## config.mk

```make
export PLATFORM = sky130hd
export DESIGN_NAME = line_ram_arbiter_flat
export DESIGN_NICKNAME = d
export VERILOG_FILES = /design/src/rtl/line_ram_arbiter_pkg.sv /design/src/rtl/line_ram_arbiter_if.sv /design/src/rtl/line_ram_arbiter_rr_arb2.sv /design/src/rtl/line_ram_arbiter.sv /design/src/flat_wrapper.sv
export SDC_FILE = /design/constraint.sdc
export NUM_CORES = 1
export LEC_CHECK = 0
export CORE_ASPECT_RATIO = 0.6
export CORE_MARGIN = 10
export CORE_UTILIZATION = 37
export CTS_BUF_LIST = sky130_fd_sc_hd__clkbuf_8
export DETAILED_ROUTE_END_ITERATION = 16
export GPL_TIMING_DRIVEN = 0
export PLACE_DENSITY = 0.75
export SLEW_MARGIN = 30
export SYNTH_ARGS = -nofsm -noshare
export SYNTH_HDL_FRONTEND = slang
export SYNTH_SLANG_ARGS = --single-unit
```

## constraint.sdc

```tcl
create_clock -name clk -period 1.7 [get_ports clk]
set_input_delay 0.255 -clock clk [delete_from_list [all_inputs] [get_ports clk]]
set_output_delay 0.255 -clock clk [all_outputs]
set_load 0.1 [all_outputs]
```

## src/rtl/line_ram_arbiter_pkg.sv

```systemverilog
// Shared types and default widths for the scaler line-buffer RAM.
// Grant and command-state enums used by the arbiter and its RR core.
package scaler_ram_pkg;

    localparam int ADDR_W = 8;
    localparam int DATA_W = 30;

    typedef enum logic {
        GNT_WR = 1'b0,
        GNT_RD = 1'b1
    } grant_e;

    typedef enum logic [1:0] {
        IDLE,
        WR_CMD,
        RD_CMD
    } state_e;

endpackage

```

## src/rtl/line_ram_arbiter_if.sv

```systemverilog
// Requester handshakes plus RAM bus of one line-buffer port.
// The arbiter sits on the slave side; the surroundings drive the master side.
interface line_ram_arbiter_if #(
    parameter int ADDR_WIDTH = 8,
    parameter int DATA_WIDTH = 30
);
    logic                  i_wr_valid;
    logic                  o_wr_ready;
    logic [ADDR_WIDTH-1:0] i_wr_addr;
    logic [DATA_WIDTH-1:0] i_wr_data;
    logic                  i_rd_valid;
    logic                  o_rd_ready;
    logic [ADDR_WIDTH-1:0] i_rd_addr;
    logic                  o_rd_dval;
    logic [DATA_WIDTH-1:0] o_rd_data;
    logic                  o_ram_cs;
    logic                  o_ram_we;
    logic [ADDR_WIDTH-1:0] o_ram_addr;
    logic [DATA_WIDTH-1:0] o_ram_din;
    logic [DATA_WIDTH-1:0] i_ram_dout;

    modport slave (
        input  i_wr_valid, i_wr_addr, i_wr_data,
        input  i_rd_valid, i_rd_addr, i_ram_dout,
        output o_wr_ready, o_rd_ready, o_rd_dval, o_rd_data,
        output o_ram_cs, o_ram_we, o_ram_addr, o_ram_din
    );

    modport master (
        output i_wr_valid, i_wr_addr, i_wr_data,
        output i_rd_valid, i_rd_addr, i_ram_dout,
        input  o_wr_ready, o_rd_ready, o_rd_dval, o_rd_data,
        input  o_ram_cs, o_ram_we, o_ram_addr, o_ram_din
    );
endinterface

```

## src/rtl/line_ram_arbiter_rr_arb2.sv

```systemverilog
// Two-way round-robin arbiter; req[0]=writer, req[1]=reader.
// last_grant only moves on an accepted grant.
import scaler_ram_pkg::*;

module rr_arb2 (
    input  logic       clk,
    input  logic       i_rst,
    input  logic [1:0] req,
    input  logic       accept,
    output logic [1:0] gnt
);
    grant_e last_q;

    assign gnt[0] = req[0] && (!req[1] || last_q == GNT_RD);
    assign gnt[1] = req[1] && (!req[0] || last_q == GNT_WR);

    always_ff @(posedge clk) begin
        if (i_rst) begin
            last_q <= GNT_RD;
        end else if (accept) begin
            last_q <= gnt[1] ? GNT_RD : GNT_WR;
        end
    end
endmodule

```

## src/rtl/line_ram_arbiter.sv

```systemverilog
// Shares a single-port line RAM between the pixel writer and tap fetch.
// RAM command, read strobe/data and contention counter are all registered.
import scaler_ram_pkg::*;

module line_ram_arbiter #(
    parameter int ADDR_WIDTH = ADDR_W,
    parameter int DATA_WIDTH = DATA_W,
    parameter int CNT_WIDTH  = 16
) (
    input  logic                 clk,
    input  logic                 i_rst,
    line_ram_arbiter_if.slave    bus,
    output logic [CNT_WIDTH-1:0] o_conflict_cnt
);
    logic [1:0]            gnt;
    logic                  acc_wr;
    logic                  acc_rd;
    state_e                state_q;
    state_e                state_d;
    logic                  cs_q;
    logic                  we_q;
    logic [ADDR_WIDTH-1:0] addr_q;
    logic [DATA_WIDTH-1:0] din_q;
    logic                  dval_q;
    logic [DATA_WIDTH-1:0] rd_data_q;
    logic [CNT_WIDTH-1:0]  cnt_q;

    rr_arb2 u_arb (
        .clk    (clk),
        .i_rst  (i_rst),
        .req    ({bus.i_rd_valid, bus.i_wr_valid}),
        .accept (acc_wr | acc_rd),
        .gnt    (gnt)
    );

    // No handshake may complete while reset is held.
    assign acc_wr = gnt[0] & ~i_rst;
    assign acc_rd = gnt[1] & ~i_rst;

    always_comb begin
        state_d = IDLE;
        if (acc_wr) begin
            state_d = WR_CMD;
        end else if (acc_rd) begin
            state_d = RD_CMD;
        end
    end

    always_ff @(posedge clk) begin
        if (i_rst) begin
            state_q   <= IDLE;
            cs_q      <= 1'b0;
            we_q      <= 1'b0;
            addr_q    <= '0;
            din_q     <= '0;
            dval_q    <= 1'b0;
            rd_data_q <= '0;
            cnt_q     <= '0;
        end else begin
            state_q <= state_d;
            cs_q    <= acc_wr | acc_rd;
            we_q    <= acc_wr;
            if (acc_wr) begin
                addr_q <= bus.i_wr_addr;
                din_q  <= bus.i_wr_data;
            end else if (acc_rd) begin
                addr_q <= bus.i_rd_addr;
            end
            dval_q <= (state_q == RD_CMD);
            if (state_q == RD_CMD) begin
                rd_data_q <= bus.i_ram_dout;
            end
            if (bus.i_wr_valid && bus.i_rd_valid && cnt_q != '1) begin
                cnt_q <= cnt_q + 1'b1;
            end
        end
    end

    assign bus.o_wr_ready = acc_wr;
    assign bus.o_rd_ready = acc_rd;
    assign bus.o_ram_cs   = cs_q;
    assign bus.o_ram_we   = we_q;
    assign bus.o_ram_addr = addr_q;
    assign bus.o_ram_din  = din_q;
    assign bus.o_rd_dval  = dval_q;
    assign bus.o_rd_data  = rd_data_q;
    assign o_conflict_cnt = cnt_q;
endmodule

```

## src/flat_wrapper.sv

```systemverilog
// flat-port wrapper written by rule: the top's interface ports become plain ports
module line_ram_arbiter_flat 
#(
    parameter int ADDR_WIDTH = ADDR_W,
    parameter int DATA_WIDTH = DATA_W,
    parameter int CNT_WIDTH  = 16
)
  (clk, i_rst, o_conflict_cnt, bus_i_wr_valid, bus_i_wr_addr, bus_i_wr_data, bus_i_rd_valid, bus_i_rd_addr, bus_i_ram_dout, bus_o_wr_ready, bus_o_rd_ready, bus_o_rd_dval, bus_o_rd_data, bus_o_ram_cs, bus_o_ram_we, bus_o_ram_addr, bus_o_ram_din);
  line_ram_arbiter_if #(.ADDR_WIDTH(ADDR_WIDTH), .DATA_WIDTH(DATA_WIDTH)) bus_i ();
  input  logic clk;
  input  logic i_rst;
  output logic [CNT_WIDTH-1:0] o_conflict_cnt;
  input wire logic [$bits(bus_i.i_wr_valid)-1:0] bus_i_wr_valid;
  input wire logic [$bits(bus_i.i_wr_addr)-1:0] bus_i_wr_addr;
  input wire logic [$bits(bus_i.i_wr_data)-1:0] bus_i_wr_data;
  input wire logic [$bits(bus_i.i_rd_valid)-1:0] bus_i_rd_valid;
  input wire logic [$bits(bus_i.i_rd_addr)-1:0] bus_i_rd_addr;
  input wire logic [$bits(bus_i.i_ram_dout)-1:0] bus_i_ram_dout;
  output wire logic [$bits(bus_i.o_wr_ready)-1:0] bus_o_wr_ready;
  output wire logic [$bits(bus_i.o_rd_ready)-1:0] bus_o_rd_ready;
  output wire logic [$bits(bus_i.o_rd_dval)-1:0] bus_o_rd_dval;
  output wire logic [$bits(bus_i.o_rd_data)-1:0] bus_o_rd_data;
  output wire logic [$bits(bus_i.o_ram_cs)-1:0] bus_o_ram_cs;
  output wire logic [$bits(bus_i.o_ram_we)-1:0] bus_o_ram_we;
  output wire logic [$bits(bus_i.o_ram_addr)-1:0] bus_o_ram_addr;
  output wire logic [$bits(bus_i.o_ram_din)-1:0] bus_o_ram_din;
  assign bus_i.i_wr_valid = bus_i_wr_valid;
  assign bus_i.i_wr_addr = bus_i_wr_addr;
  assign bus_i.i_wr_data = bus_i_wr_data;
  assign bus_i.i_rd_valid = bus_i_rd_valid;
  assign bus_i.i_rd_addr = bus_i_rd_addr;
  assign bus_i.i_ram_dout = bus_i_ram_dout;
  assign bus_o_wr_ready = bus_i.o_wr_ready;
  assign bus_o_rd_ready = bus_i.o_rd_ready;
  assign bus_o_rd_dval = bus_i.o_rd_dval;
  assign bus_o_rd_data = bus_i.o_rd_data;
  assign bus_o_ram_cs = bus_i.o_ram_cs;
  assign bus_o_ram_we = bus_i.o_ram_we;
  assign bus_o_ram_addr = bus_i.o_ram_addr;
  assign bus_o_ram_din = bus_i.o_ram_din;
  line_ram_arbiter #(.ADDR_WIDTH(ADDR_WIDTH), .DATA_WIDTH(DATA_WIDTH), .CNT_WIDTH(CNT_WIDTH)) u_core (.clk(clk), .i_rst(i_rst), .bus(bus_i), .o_conflict_cnt(o_conflict_cnt));
endmodule
```

==> Word-level counts from Yosys, hierarchy flattened <==
Index checks and enable logic that the tools add are counted.
{ "classes": {"n_eq_ne": 2, "addsub": 1, "reduce_logical": 10, "muxes": 5, "n_bitwise": 5} }
{ "ops": {"columns": ["operator", "n"], "rows": [
  ["16-bit by 1-bit adder with 16-bit output, second input constant", 1],
  ["8-bit 2-to-1 mux", 2],
  ["16-bit != test, second input constant", 1],
  ["1-bit logical AND", 4],
  ["1-bit bitwise AND", 2],
  ["2-bit == test, second input constant", 1],
  ["1-bit logical NOT", 2],
  ["1-bit logical OR", 2],
  ["1-bit 2-to-1 mux", 2],
  ["2-bit 2-to-1 mux", 1],
  ["1-bit inverter", 2],
  ["2-bit nonzero test", 1],
  ["2-bit OR reduction", 1],
  ["1-bit OR", 1]
]} }
{ "word_totals": {"word_cells": 33, "input_bits": 80, "register_bits": 90, "out_inout_bits": 89} }

==> Logic depth before layout (Yosys ltp) <==
Gate-level depths: netlist of the first run.
{ "depth": {"word_depth": 6, "depth_mapped": 5, "depth_no_buf": 5} }

==> Hierarchy <==
A second synthesis of the first run with hierarchy kept.
{ "unflattened": {"cells_unflattened": 393, "area_unflattened_um2": 3495.9} }
{ "by_module_without_submodules": {"columns": ["mod", "n_inst", "seq_area_each_um2", "area_per_inst_um2", "cells_per_inst"], "rows": [
  ["line_ram_arbiter", 1, 1761.7, 3442.1, 387],
  ["rr_arb2", 1, 20.0, 53.8, 6]
]} }

==> Worst setup path before layout of the first run <==
No wires, ideal clock.
{ "synth_path": {"path_kind": "flip-flop to flip-flop", "startpoint": "register u_core.cnt_q[2] (netlist: u_core.o_conflict_cnt[2])", "endpoint": "register u_core.cnt_q[13] (netlist: u_core.o_conflict_cnt[13])", "t_arrival_ns": 2.394, "required_ns": 1.579, "n_path_buf": 1, "setup_time_ns": 0.121, "path_slack_ns": -0.814, "stages_incl_launch_ff": 6, "synth_period_minus_slack_ns": 2.514, "cell_sequence": "dfxtp_1 nand2_1 or3_1 buf_2 nor4b_1 mux2_2"} }
{ "synth_via": {"elab_chain_len": 2, "word_cells_on_any_way": 3, "cone_classes": "add/sub (1); eq/ne (1); reduce/logical (1)"} }
{ "synth_lines": {"columns": ["element", "line", "rtl"], "rows": [
  ["start: declaration", "line_ram_arbiter.sv:26", "logic [CNT_WIDTH-1:0] cnt_q;"],
  ["start signal: assignment", "line_ram_arbiter.sv:74", "cnt_q <= cnt_q + 1'b1;"],
  ["parallel branches: the longest is 2 deep, another holds 16-bit by 1-bit adder with 16-bit output", null, null]
]} }
Parallel ways; which one is timed is not known.
A chain may end at the register's enable or synchronous reset.

==> Worst setup path in the final report of the first run <==
{ "layout_path": {"startpoint": "register u_core.cnt_q[1] (netlist: u_core.o_conflict_cnt[1])", "endpoint": "register u_core.cnt_q[13] (netlist: u_core.o_conflict_cnt[13])"} }
The elaborated chain is that of the path after synthesis.

==> results_dict.tcl, run 1 <==
set metrics [dict create \
    clkSinkCount 89 \
    maxCapViolations 0 \
    insertion_delay_ns 0.37 \
    syn_area_per_cell_sq_um 9.350 \
    wl_per_cell_um 18.04 \
    cts_buffer_depth 2 \
    dpl.hpwl_mm 8.800 \
    initial_core_util 0.3799 \
    fin_crit_ns 1.715 \
    status "finished, violations left" \
    via_count 3283 \
    skew_ns 0.007011 \
    violations "negative setup slack" \
    rsz0062_at_grt "yes" \
    layout_setup_ws_ns -0.01452 \
    syn_area_sq_um 3226 \
    io_pins 169 \
    drc 0 \
    slew_viol_final 0 \
    synth_cell_types 35 \
    core-area_sq_um 8491 \
    place.gp.congestion 0.8078 \
    cpLargestDelayFamily "simple AND/OR/NAND/NOR gates" \
    timing.slew.headroom 0.6171 \
    antenna_found_initial 2 \
    syn-num-nets 426 \
    finalCritPeriodShare 1.009 \
    synth_enable_flop_cells 0 \
    crit_type "flip-flop to flip-flop" \
    ir_worst_vdd_v 0.0004941 \
    netlist_instances 345 \
    first_global_vias 3388 \
    cts-htree-levels 3 \
    drive_above_1_share 0.3009 \
    num_rows 26 \
    yosysSeqAreaShare 0.5524 \
    cpMaxStageDelayCell "or3_4" \
    critPathBufInv 0 \
    worst_path_largest_cell_delay_ns 0.46 \
    final_common_cell "clkdlybuf4s15_2" \
    synthFlopType "dfxtp_1" \
    clock.fmax_mhz 583.3 \
    die_h_um 92.33 \
    cts_tree "yes" \
    r2r_cells 4 \
    worstMarginPinSlew_ns 0.5771 \
    cts_made_buffers 9 \
    ys_warn_count 0 \
    crit_arrival_ns 1.97 \
    overflow 0 \
    area_growth_pct 76.73 \
    fin_nets 621 \
    ys_ff_latch 89 \
    critPathLaunchType "flip-flop" \
    finalSetupViolCount 2 \
    p_leak_nw 2.105 \
    die_area_sq_um 12980 \
    totalWireLength_mm 11.89 \
    whs_path_depth 3 \
    final_cell_mix "clkdlybuf4s15_2, clkdlybuf4s50_1, dfxtp_1" \
    worstHoldPathType "primary input to flip-flop" \
    pre_cts_ws_ns -1.448 \
    numPortBuffers 168 \
    dr.pass1.iters 4 \
    fin_hold_ws_ns 0.4312 \
    final_util 0.6714 \
    drt_iter0_markers 193 \
    crit_chain "nand4_1 -> or3_4 -> nor4b_4 -> mux2_4" \
    pwr_density_cell_nw_per_um2 857.9 \
    grt_start_max_net_pins 17 \
    viasPerCell 4.982 \
    die_x_um 140.5 \
    grt_pass1_wl_mm 18.19 \
    antenna_left 0 \
    worstPathRequired_ns 1.96 \
    cts.reportedPaths.clkPinSlew_ns 0.09 \
    end_kind "flip-flop" \
    grt_usage 0.1733 \
    cp_max_fo 6 \
    synth-async-reset-ratio 0 \
    hold_viol_final 0 \
    cts-root-buf "clkbuf_8" \
    cp.depth 4 \
]
## worst paths after layout
path / endpoint / slack (ns) / startpoint
worst max-delay path: u_core.o_conflict_cnt[13] / -0.01 / u_core.o_conflict_cnt[1]
worst min register to register: u_core.bus.o_rd_data[12] / 0.46 / u_core.bus.o_rd_data[12]
worst min-delay path: u_core.bus.o_rd_data[20] / 0.43 / bus_i_ram_dout[20]
worst max register to register: u_core.o_conflict_cnt[13] / -0.01 / u_core.o_conflict_cnt[1]
## worst register-to-register path, cell delays in order, from the launching register on
cell and delay, ns:
dfxtp_4 0.39, nand4_1 0.13, or3_4 0.46, nor4b_4 0.30, mux2_4 0.32
## layer usage
metal / global-route usage / routed length (um) / vias to the layer above
met2: 0.2873 / 5635 / 115
met4: 0.04281 / 107 / 0
li1: - / - / 1620
met5: 0 / 0 / -
met1: 0.1989 / 5043 / 1535
met3: 0.08159 / 1100 / 13
## power breakdown
group | total (mW) | switching, mW | leakage, nW | internal (mW)
clock network | 1.34 | 0.796 | 0.0898 | 0.543
logic | 1.34 | 0.938 | 1.27 | 0.397
registers | 2.22 | 0.0568 | 0.740 | 2.16
## repair_timing
action | in CTS | in global routing
hold buffers | 0 | 0
pin swaps | 4 | 11
gates resized for setup | 303 | 9
setup endpoints to repair | 119 | 17
buffers inserted | 6 | 13
endpoints found under the hold margin | 0 | 0
## stage by stage
stage	setup TNS (ns)	instances	total power [mW]	instance area, sq um
final	-0.01978	659	4.891	5700
after CTS	-0.08758	647	4.931	5573
after global placement	-24.00	625	3.575	5126
after floorplan	-0.6031	345	3.141	3304
after global routing	-0.1908	658	5.077	5698
after detailed placement	-26.39	625	3.592	5126
## registers in the layout, summed over array words and instances (netlist names), 8 cells and up
signal,count
u_core.bus.o_rd_data,30
u_core.bus.o_ram_din,30
u_core.o_conflict_cnt,16
u_core.bus.o_ram_addr,8
## cell usage after synthesis, types with 6 or more instances
master,n,area (sq um)
nand4_1,7,43.79
buf_1,6,22.52
clkbuf_1,13,48.80
dfxtp_1,89,1782
a211oi_1,7,52.55
nand2_1,67,251.5
o21ai_0,6,30.03
a22o_1,31,271.5
mux2i_1,8,80.08
nor2_1,16,60.06
inv_1,7,26.28
a21oi_1,40,200.2
## cell families (layout without fill, tap and decap cells)
kind of cell / count (synthesis) / in the layout / share of synthesized area
buffers and inverters: 28 / 228 / 0.03336
adder cells (fa/ha/maj): 1 / 1 / 0.003878
multiplexers: 11 / 11 / 0.03530
flip-flops: 89 / 89 / 0.5524
AO/OA/AOI/OAI: 92 / 92 / 0.1947
XOR/XNOR: 2 / 2 / 0.005432
other: 0 / 2 / 0
AND/OR/NAND/NOR: 122 / 122 / 0.1749
## area by class of cell
| class | instances | area [sq um] |
|---|---|---|
| inverters | 7 | 28.78 |
| fillers | 672 | 2790 |
| clock inverters | 7 | 56.30 |
| diodes | 2 | 5.005 |
| plain buffers | 20 | 91.34 |
| clock buffers | 9 | 123.9 |
| repair buffers | 185 | 1952 |
| multi-input cells | 228 | 1459 |
| well taps | 112 | 140.1 |
| flip-flops and latches | 89 | 1844 |
No activity file was read; power rests on OpenSTA's default activity.
==> run 2, diff against run 1 <==
--- a/config.mk
+++ b/config.mk
@@ -7,11 +7,12 @@
 export LEC_CHECK = 0
 export CORE_ASPECT_RATIO = 0.6
 export CORE_MARGIN = 10
-export CORE_UTILIZATION = 37
+export CORE_UTILIZATION = 55
 export CTS_BUF_LIST = sky130_fd_sc_hd__clkbuf_8
 export DETAILED_ROUTE_END_ITERATION = 16
+export DONT_BUFFER_PORTS = 1
 export GPL_TIMING_DRIVEN = 0
-export PLACE_DENSITY = 0.75
+export PLACE_DENSITY = 0.69
 export SLEW_MARGIN = 30
 export SYNTH_ARGS = -nofsm -noshare
 export SYNTH_HDL_FRONTEND = slang
==> results_dict.tcl, run 2 (synthesis gave the netlist of run 1 again) <==
set metrics [dict create \
    finalSetupViolCount 15 \
    insertion_delay_ns 0.34 \
    cts_buffer_depth 2 \
    pwr-share-clk 0.288 \
    place.gp.congestion 0.7978 \
    worstPathRequired_ns 1.93 \
    end_kind "flip-flop" \
    initial_core_util 0.5737 \
    switchingPower_mw 1.676 \
    dr.pass1.iters 4 \
    grt_start_max_net_pins 17 \
    worstHoldPathType "primary input to flip-flop" \
    grt_pass1_wl_mm 14.66 \
    maxCapViolations 0 \
    core-area_sq_um 5623 \
    timing.slew.headroom 0.3265 \
    status "finished, violations left" \
    cts-htree-levels 3 \
    swShare 0.3736 \
    cpLargestDelayFamily "flip-flops" \
    clock.fmax_mhz 524.4 \
    cts.reportedPaths.clkPinSlew_ns 0.09 \
    p_seq_frac 0.652 \
    area_growth_pct 22.65 \
    layout_setup_ws_ns -0.2068 \
    antenna_found_initial 0 \
    cpMaxStageDelayCell "dfxtp_4" \
    skew_ns 0.01028 \
    p_int_mw 2.810 \
    ir_worst_vdd_v 0.0008027 \
    final_common_cell "dfxtp_1" \
    first_global_vias 2622 \
    fin_nets 451 \
    num_rows 21 \
    crit_arrival_ns 2.13 \
    hold_viol_final 0 \
    final_cell_area_sq_um 3956 \
    fin_crit_ns 1.907 \
    die_x_um 118.9 \
    worst_path_largest_cell_delay_ns 0.59 \
    placedInstanceArea_sq_um 3405 \
    antenna_left 0 \
    cts_tree "yes" \
    final_cell_mix "dfxtp_1, nand2_1, a21oi_1" \
    worstMarginPinSlew_ns 1.009 \
    cts-root-buf "clkbuf_8" \
    rsz0062_at_grt "yes" \
    die_h_um 79.32 \
    num_antenna_cells 0 \
    critPathBufInv 1 \
    viasPerCell 5.820 \
    totalWireLength_mm 9.607 \
    die_area_sq_um 9428 \
    via_count 2648 \
    numPortBuffers 0 \
    drt_iter0_markers 176 \
    overflow 0 \
    drive_above_1_share 0.2400 \
    crit_chain "ha_4 -> nand4_1 -> buf_6 -> nor3_4 -> nor4b_4 -> mux2_4" \
    fin_tns_setup_ns -1.763 \
    clkSinkCount 89 \
    slew_viol_final 0 \
    violations "negative setup slack" \
    dpl.hpwl_mm 7.211 \
    crit_type "flip-flop to flip-flop" \
    cp_max_fo 7 \
    pwr_density_cell_nw_per_um2 1134 \
    holdBufCountCts 0 \
    critPathLaunchType "flip-flop" \
    cts_made_buffers 9 \
    io_pins 169 \
    drc 0 \
    finalCritPeriodShare 1.122 \
    p_leak_nw 1.456 \
    wl_per_cell_um 21.11 \
    grt_usage 0.1891 \
    pwr-share-comb 0.060 \
    reg2reg_slack_ns -0.21 \
]
## run 2: changes by cell type in the layout (fill, tap and decap cells not counted), moves of 3 or more
cell             previous run  this run
a21oi_1                    39        33
clkdlybuf4s15_2            87         0
buf_4                      15        12
a21oi_2                     1         7
clkdlybuf4s50_1            77         0
clkinv_4                    4         1
## run 2: power by group through the flow
stage / sequential, mW / combinational, mW / clock (mW)
global placement: 2.97 / 0.238 / 0
detailed placement: 2.97 / 0.248 / 0
global route: 2.94 / 0.303 / 1.40
CTS: 2.93 / 0.266 / 1.33
floorplan: 2.94 / 0.201 / 0
finish: 2.92 / 0.270 / 1.29
## run 2: metal layers
metal,vias up,part of all wire,routed length [um],global-route usage
met5,-,0,0,0
met4,0,0.0025,24,0.04126
met3,2,0.11,1087,0.08828
met2,122,0.47,4555,0.3003
met1,1245,0.41,3940,0.2308
li1,1279,-,-,-
## run 2: cell type report
cell class                      instances  area (sq um)
Sequential cell                        89          1847
Fill cell                             448          1667
Multi-Input combinational cell        228          1574
Clock buffer                            9         123.9
Timing Repair Buffer                   15         123.9
Tap cell                               80         100.1
Buffer                                 20         98.84
Clock inverter                          7         56.30
Inverter                                7         32.53
## run 2: through the flow
stage / power, mW / util / setup slack [ns] / std cells / hold WS (ns)
after detailed placement: 3.219 / 0.6055 / -0.3053 / 425 / 0.3917
final: 4.487 / 0.7036 / -0.2068 / 455 / 0.03577
after CTS: 4.525 / 0.6798 / -0.2058 / 455 / 0.02017
after global placement: 3.210 / 0.6055 / -0.2676 / 425 / 0.3886
after floorplan: 3.141 / - / -0.1419 / 345 / 0.3821
after global routing: 4.644 / 0.7036 / -0.2477 / 455 / 0.01904
## run 2: timing repair
item	4_1_cts	5_1_grt
cloned	0	0
resized for setup	29	28
buffers inserted	14	2
pin swaps	14	19
endpoints found under the setup margin	26	49
## run 2: path summary, 6_finish.rpt
| path | from | endpoint | depth (start not counted) |
|---|---|---|---|
| worst max-delay path | u_core.o_conflict_cnt[0] | u_core.o_conflict_cnt[13] | 6 |
| worst min-delay path | bus_i_ram_dout[23] | u_core.bus.o_rd_data[23] | 2 |
| worst max register to register | u_core.o_conflict_cnt[0] | u_core.o_conflict_cnt[13] | 6 |
| worst min register to register | u_core.u_arb.last_q | u_core.u_arb.last_q | 2 |
